**src/rtl/johnson_phase_monitor.sv**
```systemverilog
// Johnson counter phase monitor: decodes a twisted-ring code to a phase index,
// tracks sequence lock, counts full rotations and latches the first bad code.
module johnson_phase_monitor #(
    parameter int N        = 4,
    parameter int LOCK_CNT = 4,
    parameter int CW       = 8
) (
    input  logic                      clk,
    input  logic                      rst,
    input  logic [N-1:0]              jc_in,
    input  logic                      err_clr,
    output logic [$clog2(2*N)-1:0]    phase,
    output logic                      phase_valid,
    output logic                      locked,
    output logic                      err,
    output logic [N-1:0]              err_code,
    output logic [CW-1:0]             cycle_cnt
);

    localparam int PW = $clog2(2*N);
    localparam int L  = 2 * N;

    typedef enum logic [1:0] {
        SEARCH,
        LOCKED,
        ERROR
    } state_t;

    state_t        state_q, state_d;
    logic [PW-1:0] phase_q, phase_d;
    logic          pvalid_q, pvalid_d;
    logic [3:0]    match_q, match_d;
    logic [N-1:0]  ecode_q, ecode_d;
    logic [CW-1:0] cyc_q, cyc_d;

    logic          legal;
    logic          succ;
    logic [PW-1:0] idx;
    logic [PW-1:0] nxt_exp;

    always_comb begin
        logic msb_form;
        logic lsb_form;
        int   ones;
        msb_form = 1'b1;
        lsb_form = 1'b1;
        ones     = 0;
        for (int i = 0; i < N - 1; i++) begin
            if (jc_in[i] && !jc_in[i+1]) msb_form = 1'b0;
            if (jc_in[i+1] && !jc_in[i]) lsb_form = 1'b0;
        end
        for (int i = 0; i < N; i++) begin
            ones = ones + int'(jc_in[i]);
        end
        legal = msb_form || lsb_form;
        if (jc_in[N-1] || (jc_in == '0)) begin
            idx = PW'(ones);
        end else begin
            idx = PW'(L - ones);
        end
    end

    // Expected successor of the previous sample, wrapping at 2N.
    assign nxt_exp = (phase_q == PW'(L - 1)) ? '0 : phase_q + PW'(1);
    assign succ    = legal && pvalid_q && (idx == nxt_exp);

    always_comb begin
        state_d  = state_q;
        match_d  = match_q;
        ecode_d  = ecode_q;
        cyc_d    = cyc_q;
        phase_d  = legal ? idx : phase_q;
        pvalid_d = legal;
        unique case (state_q)
            SEARCH: begin
                if (succ) begin
                    if (match_q + 4'd1 == 4'(LOCK_CNT)) begin
                        state_d = LOCKED;
                        match_d = '0;
                    end else begin
                        match_d = match_q + 4'd1;
                    end
                end else begin
                    match_d = '0;
                end
            end
            LOCKED: begin
                if (succ) begin
                    if (idx == '0) cyc_d = cyc_q + CW'(1);
                end else begin
                    state_d = ERROR;
                    ecode_d = jc_in;
                end
            end
            ERROR: begin
                if (err_clr) begin
                    state_d = SEARCH;
                    match_d = '0;
                    cyc_d   = '0;
                end
            end
            default: state_d = SEARCH;
        endcase
    end

    always_ff @(posedge clk or posedge rst) begin
        if (rst) begin
            state_q  <= SEARCH;
            phase_q  <= '0;
            pvalid_q <= 1'b0;
            match_q  <= '0;
            ecode_q  <= '0;
            cyc_q    <= '0;
        end else begin
            state_q  <= state_d;
            phase_q  <= phase_d;
            pvalid_q <= pvalid_d;
            match_q  <= match_d;
            ecode_q  <= ecode_d;
            cyc_q    <= cyc_d;
        end
    end

    assign phase       = phase_q;
    assign phase_valid = pvalid_q;
    assign locked      = (state_q == LOCKED);
    assign err         = (state_q == ERROR);
    assign err_code    = ecode_q;
    assign cycle_cnt   = cyc_q;

endmodule

```
**config.mk**
```make
export PLATFORM = sky130hd
export DESIGN_NAME = johnson_phase_monitor
export DESIGN_NICKNAME = d
export VERILOG_FILES = /design/src/rtl/johnson_phase_monitor.sv
export SDC_FILE = /design/constraint.sdc
export NUM_CORES = 1
export LEC_CHECK = 0
export CAP_MARGIN = 40
export CORE_MARGIN = 2
export CORE_UTILIZATION = 47
export CTS_BUF_LIST = sky130_fd_sc_hd__clkbuf_16
export CTS_CLUSTER_SIZE = 28
export DETAILED_ROUTE_END_ITERATION = 10
export PLACE_DENSITY = 0.74
export SYNTH_ARGS = -nofsm -noshare
export SYNTH_HDL_FRONTEND = slang
export SYNTH_SLANG_ARGS = --single-unit
```
**constraint.sdc**
```tcl
create_clock -name clk -period 2.41 [get_ports clk]
set_clock_uncertainty 0.2 [all_clocks]
set_input_delay 0.241 -clock clk [delete_from_list [all_inputs] [get_ports clk]]
set_output_delay 0.241 -clock clk [all_outputs]
set_load 0.01 [all_outputs]
```
==> flow_summary.yaml <==
yosys:
  yosysUniqueCellTypes: 48
  syn_area_um2: 1450
  synth_top_cell_area_share: 0.380
  seq_area_frac_synth: 0.380
  yosys.cell_count.top_type: "dfrtp_1"
  syn_nets: 166
  yosysWarnings: 0
  synth_area_per_cell_um2: 9.73
  synth_largest_area_cell: "dfrtp_1"
  synthCells: 149
  synthTopCellsByCount: "dfrtp_1, inv_1, nand2_1, o21ai_0, ha_1"
  synth_ff_type: "dfrtp_1"
  synth_seq_cells: 22
  synth_area_leaders: "dfrtp_1, ha_1, o21ai_0"
  synth_edf_count: 0
  synthArstFlopShare: 1.00
setup_path:
  worstPathArrival_ns: 2.88
  cp_data_required_time_ns: 2.35
  startpoint: "jc_in[1]"
  crit_chain: "buf_12 > inv_12 > fa_1 > inv_1 > ha_2 > ha_4 > inv_2 > ha_4 > nand2b_4 > a211oi_2 > or2_4 > o31ai_4 > buf_6 > o21ai_4 > mux2_4"
  cp_slowest_stage_delay_ns: 0.53
  slowest_stage: "fa_1"
  crit_top_cell: "ha_4"
  worstSetupEndpoint: "cycle_cnt[1]"
  r2r_slack_ns: -0.08
  path_max_fanout: 6
  r2r_cells: 7
  end_kind: "register"
  criticalPathCategory: "in -> reg"
  worstReg2RegStart: "phase[0]"
  timing.rr.end: "cycle_cnt[6]"
  startpoint_type: "input pin"
clocking:
  h-tree-depth: 1
  clock_latency_ns: 0.25
  ctsHoldBuffers: 0
  cts.path.max_buffers: 2
  tritoncts: "done"
  clk_pin_slew_worst_paths_ns: 0.06
  clock-sinks: 22
  cts-root-buf: "clkbuf_16"
  numCtsBuffers: 3
timing:
  final-setup-viol-count: 18
  finalSetupTns_ns: -8.24
  relSlewSlack: 0.712
  rsz0062_at_grt: "yes"
  finalCritPeriodShare: 1.22
  fmax_ghz: 0.340
  worst_pin_slew_ns: 0.431
  hold_viol_final: 0
  maxSlewViolCount: 0
  setup_ws_ns: -0.531
  fin_crit_ns: 2.94
layout:
  antenna_cells: 0
  postLayoutCellArea_um2: 2120
  drive_gt1_frac: 0.318
  syn_to_final_growth_pct: 45.9
  instances_no_fill: 234
  final_util: 0.705
  nets: 219
  fill_cells: 230
global_routing:
  grt-ovfl-total: 0
  use_met3: 0.0197
  antenna_found_initial: 0
  grt_max_degree: 23
  gr-max-usage-layer: "met2"
  grt_use_met1: 0.259
  grt_pass1_vias: 1356
  grt_usage: 0.223
  grt_pass1_wl_mm: 5.98
  met2_usage: 0.419
placement:
  place_hpwl_mm: 2.59
  place_inst: 226
  place_ws_ns: -1.43
  place_area_um2: 1940
  gp_congestion: 0.785
  portBuffers: 24
floorplanning:
  die_x_um: 59.5
  core_um2: 3000
  row_count: 20
  die_h_um: 59.5
  ios: 25
  start_util: 0.483
  floorplan.die_area_um2: 3550
drt:
  wl_per_cell_um: 15.1
  wl_mm: 3.54
  detail_route.vias_per_cell: 5.56
  ant_nets: 0
  vias: 1300
  drc_errors: 0
  firstDrtPassIters: 4
  drt_iter0_drc: 52
run_status:
  violations: "negative setup slack"
  status: "finished, violations left"
power:
  vdd_drop_max_uv: 411
  p_per_area_nw_per_um2: 575
  p_leak_nw: 1.00
worst_hold_path:
  hp-class: "in -> async"
flow_run:
  cap_viol_max_count: 0
-- worst max-delay path: cells and delay by family --
kind	cells	cell delay [ns]
adder cells (fa/ha/maj)	4	1.27
AND/OR/NAND/NOR	2	0.38
buffers and inverters	5	0.36
AO/OA/AOI/OAI	3	0.32
multiplexers	1	0.30
-- kinds of logic (layout without fill, tap and decap cells) --
logic type / count (synthesis) / in the layout / synth area share
and+or+nand+nor: 59 / 59 / 0.254
AOI/OAI and AO/OA: 31 / 31 / 0.149
DFF: 22 / 22 / 0.380
buffers and inverters: 14 / 66 / 0.0362
adders and majority gates: 10 / 10 / 0.0915
muxes: 7 / 7 / 0.0535
xor gates and xnor gates: 6 / 6 / 0.0362
-- sequential cells by signal (all words and copies together) (netlist names) --
register / count
phase_valid: 1
state_q: 2
err_code: 4
phase: 3
cycle_cnt: 8
match_q: 4
-- worst min-delay path by stage --
| stage | startpoint | end | slack (ns) | depth (start not counted) |
|---|---|---|---|---|
| after global routing | jc_in[0] | err_code[0] | 0.18 | 3 |
| after global placement | cycle_cnt[6] | cycle_cnt[6] | 0.28 | 1 |
| after detailed placement | cycle_cnt[6] | cycle_cnt[6] | 0.30 | 1 |
| after floorplan | rst | cycle_cnt[0] | 0.03 | 1 |
| after CTS | rst | phase[2] | 0.13 | 3 |
| final | rst | phase_valid | 0.12 | 3 |
-- layout by cell type, fill, tap and decap left out, types with 3 or more instances in the layout --
master,count
a21o_1,3
a21oi_1,5
and3_1,4
buf_4,23
buf_6,3
clkbuf_16,3
clkdlybuf4s50_1,21
dfrtp_1,22
ha_1,6
inv_1,9
inv_2,3
mux2_2,4
nand2_1,10
nand2b_1,6
nand3_1,6
nor2_1,4
nor2b_1,5
o21ai_0,5
o21ai_1,3
o21ai_2,3
or3_1,4
xnor2_1,4
-- per-stage QoR --
| step | total power, W | hold WS (ns) |
|---|---|---|
| 2_1_floorplan | 0.000691 | 0.0302 |
| 3_3_place_gp | 0.000839 | 0.284 |
| 3_5_place_dp | 0.000859 | 0.301 |
| 4_1_cts | 0.00121 | 0.135 |
| 5_1_grt | 0.00129 | 0.185 |
| 6_report | 0.00122 | 0.123 |
-- area by class of cell --
class / instances / area (um2) / area share
Inverter: 13 / 61.3 / 0.0290
Sequential cell: 22 / 551 / 0.260
Clock buffer: 3 / 75.1 / 0.0355
Tap cell: 33 / 41.3 / 0.0195
Multi-Input combinational cell: 113 / 942 / 0.445
Timing Repair Buffer: 49 / 442 / 0.209
Clock inverter: 1 / 3.75 / 0.00177
-- power breakdown --
part / internal [W] / switching, W
Sequential: 0.000388 / 0.0000140
Clock: 0.000221 / 0.000126
Combinational: 0.000240 / 0.000229
-- per-layer routing --
| layer | wire (um) | up-vias |
|---|---|---|
| li1 | - | 631 |
| met1 | 1390 | 639 |
| met2 | 2060 | 26 |
| met3 | 66 | 4 |
| met4 | 34 | 0 |
| met5 | 0 | - |
-- what timing repair did --
item                                   CTS  global route
buffers inserted                         3             2
resized for setup                       26             6
pin swaps                                6             2
cloned                                   0             0
endpoints found under the hold margin    0             0
setup endpoints to repair               20            18
(Power assumes the default switching activity.)
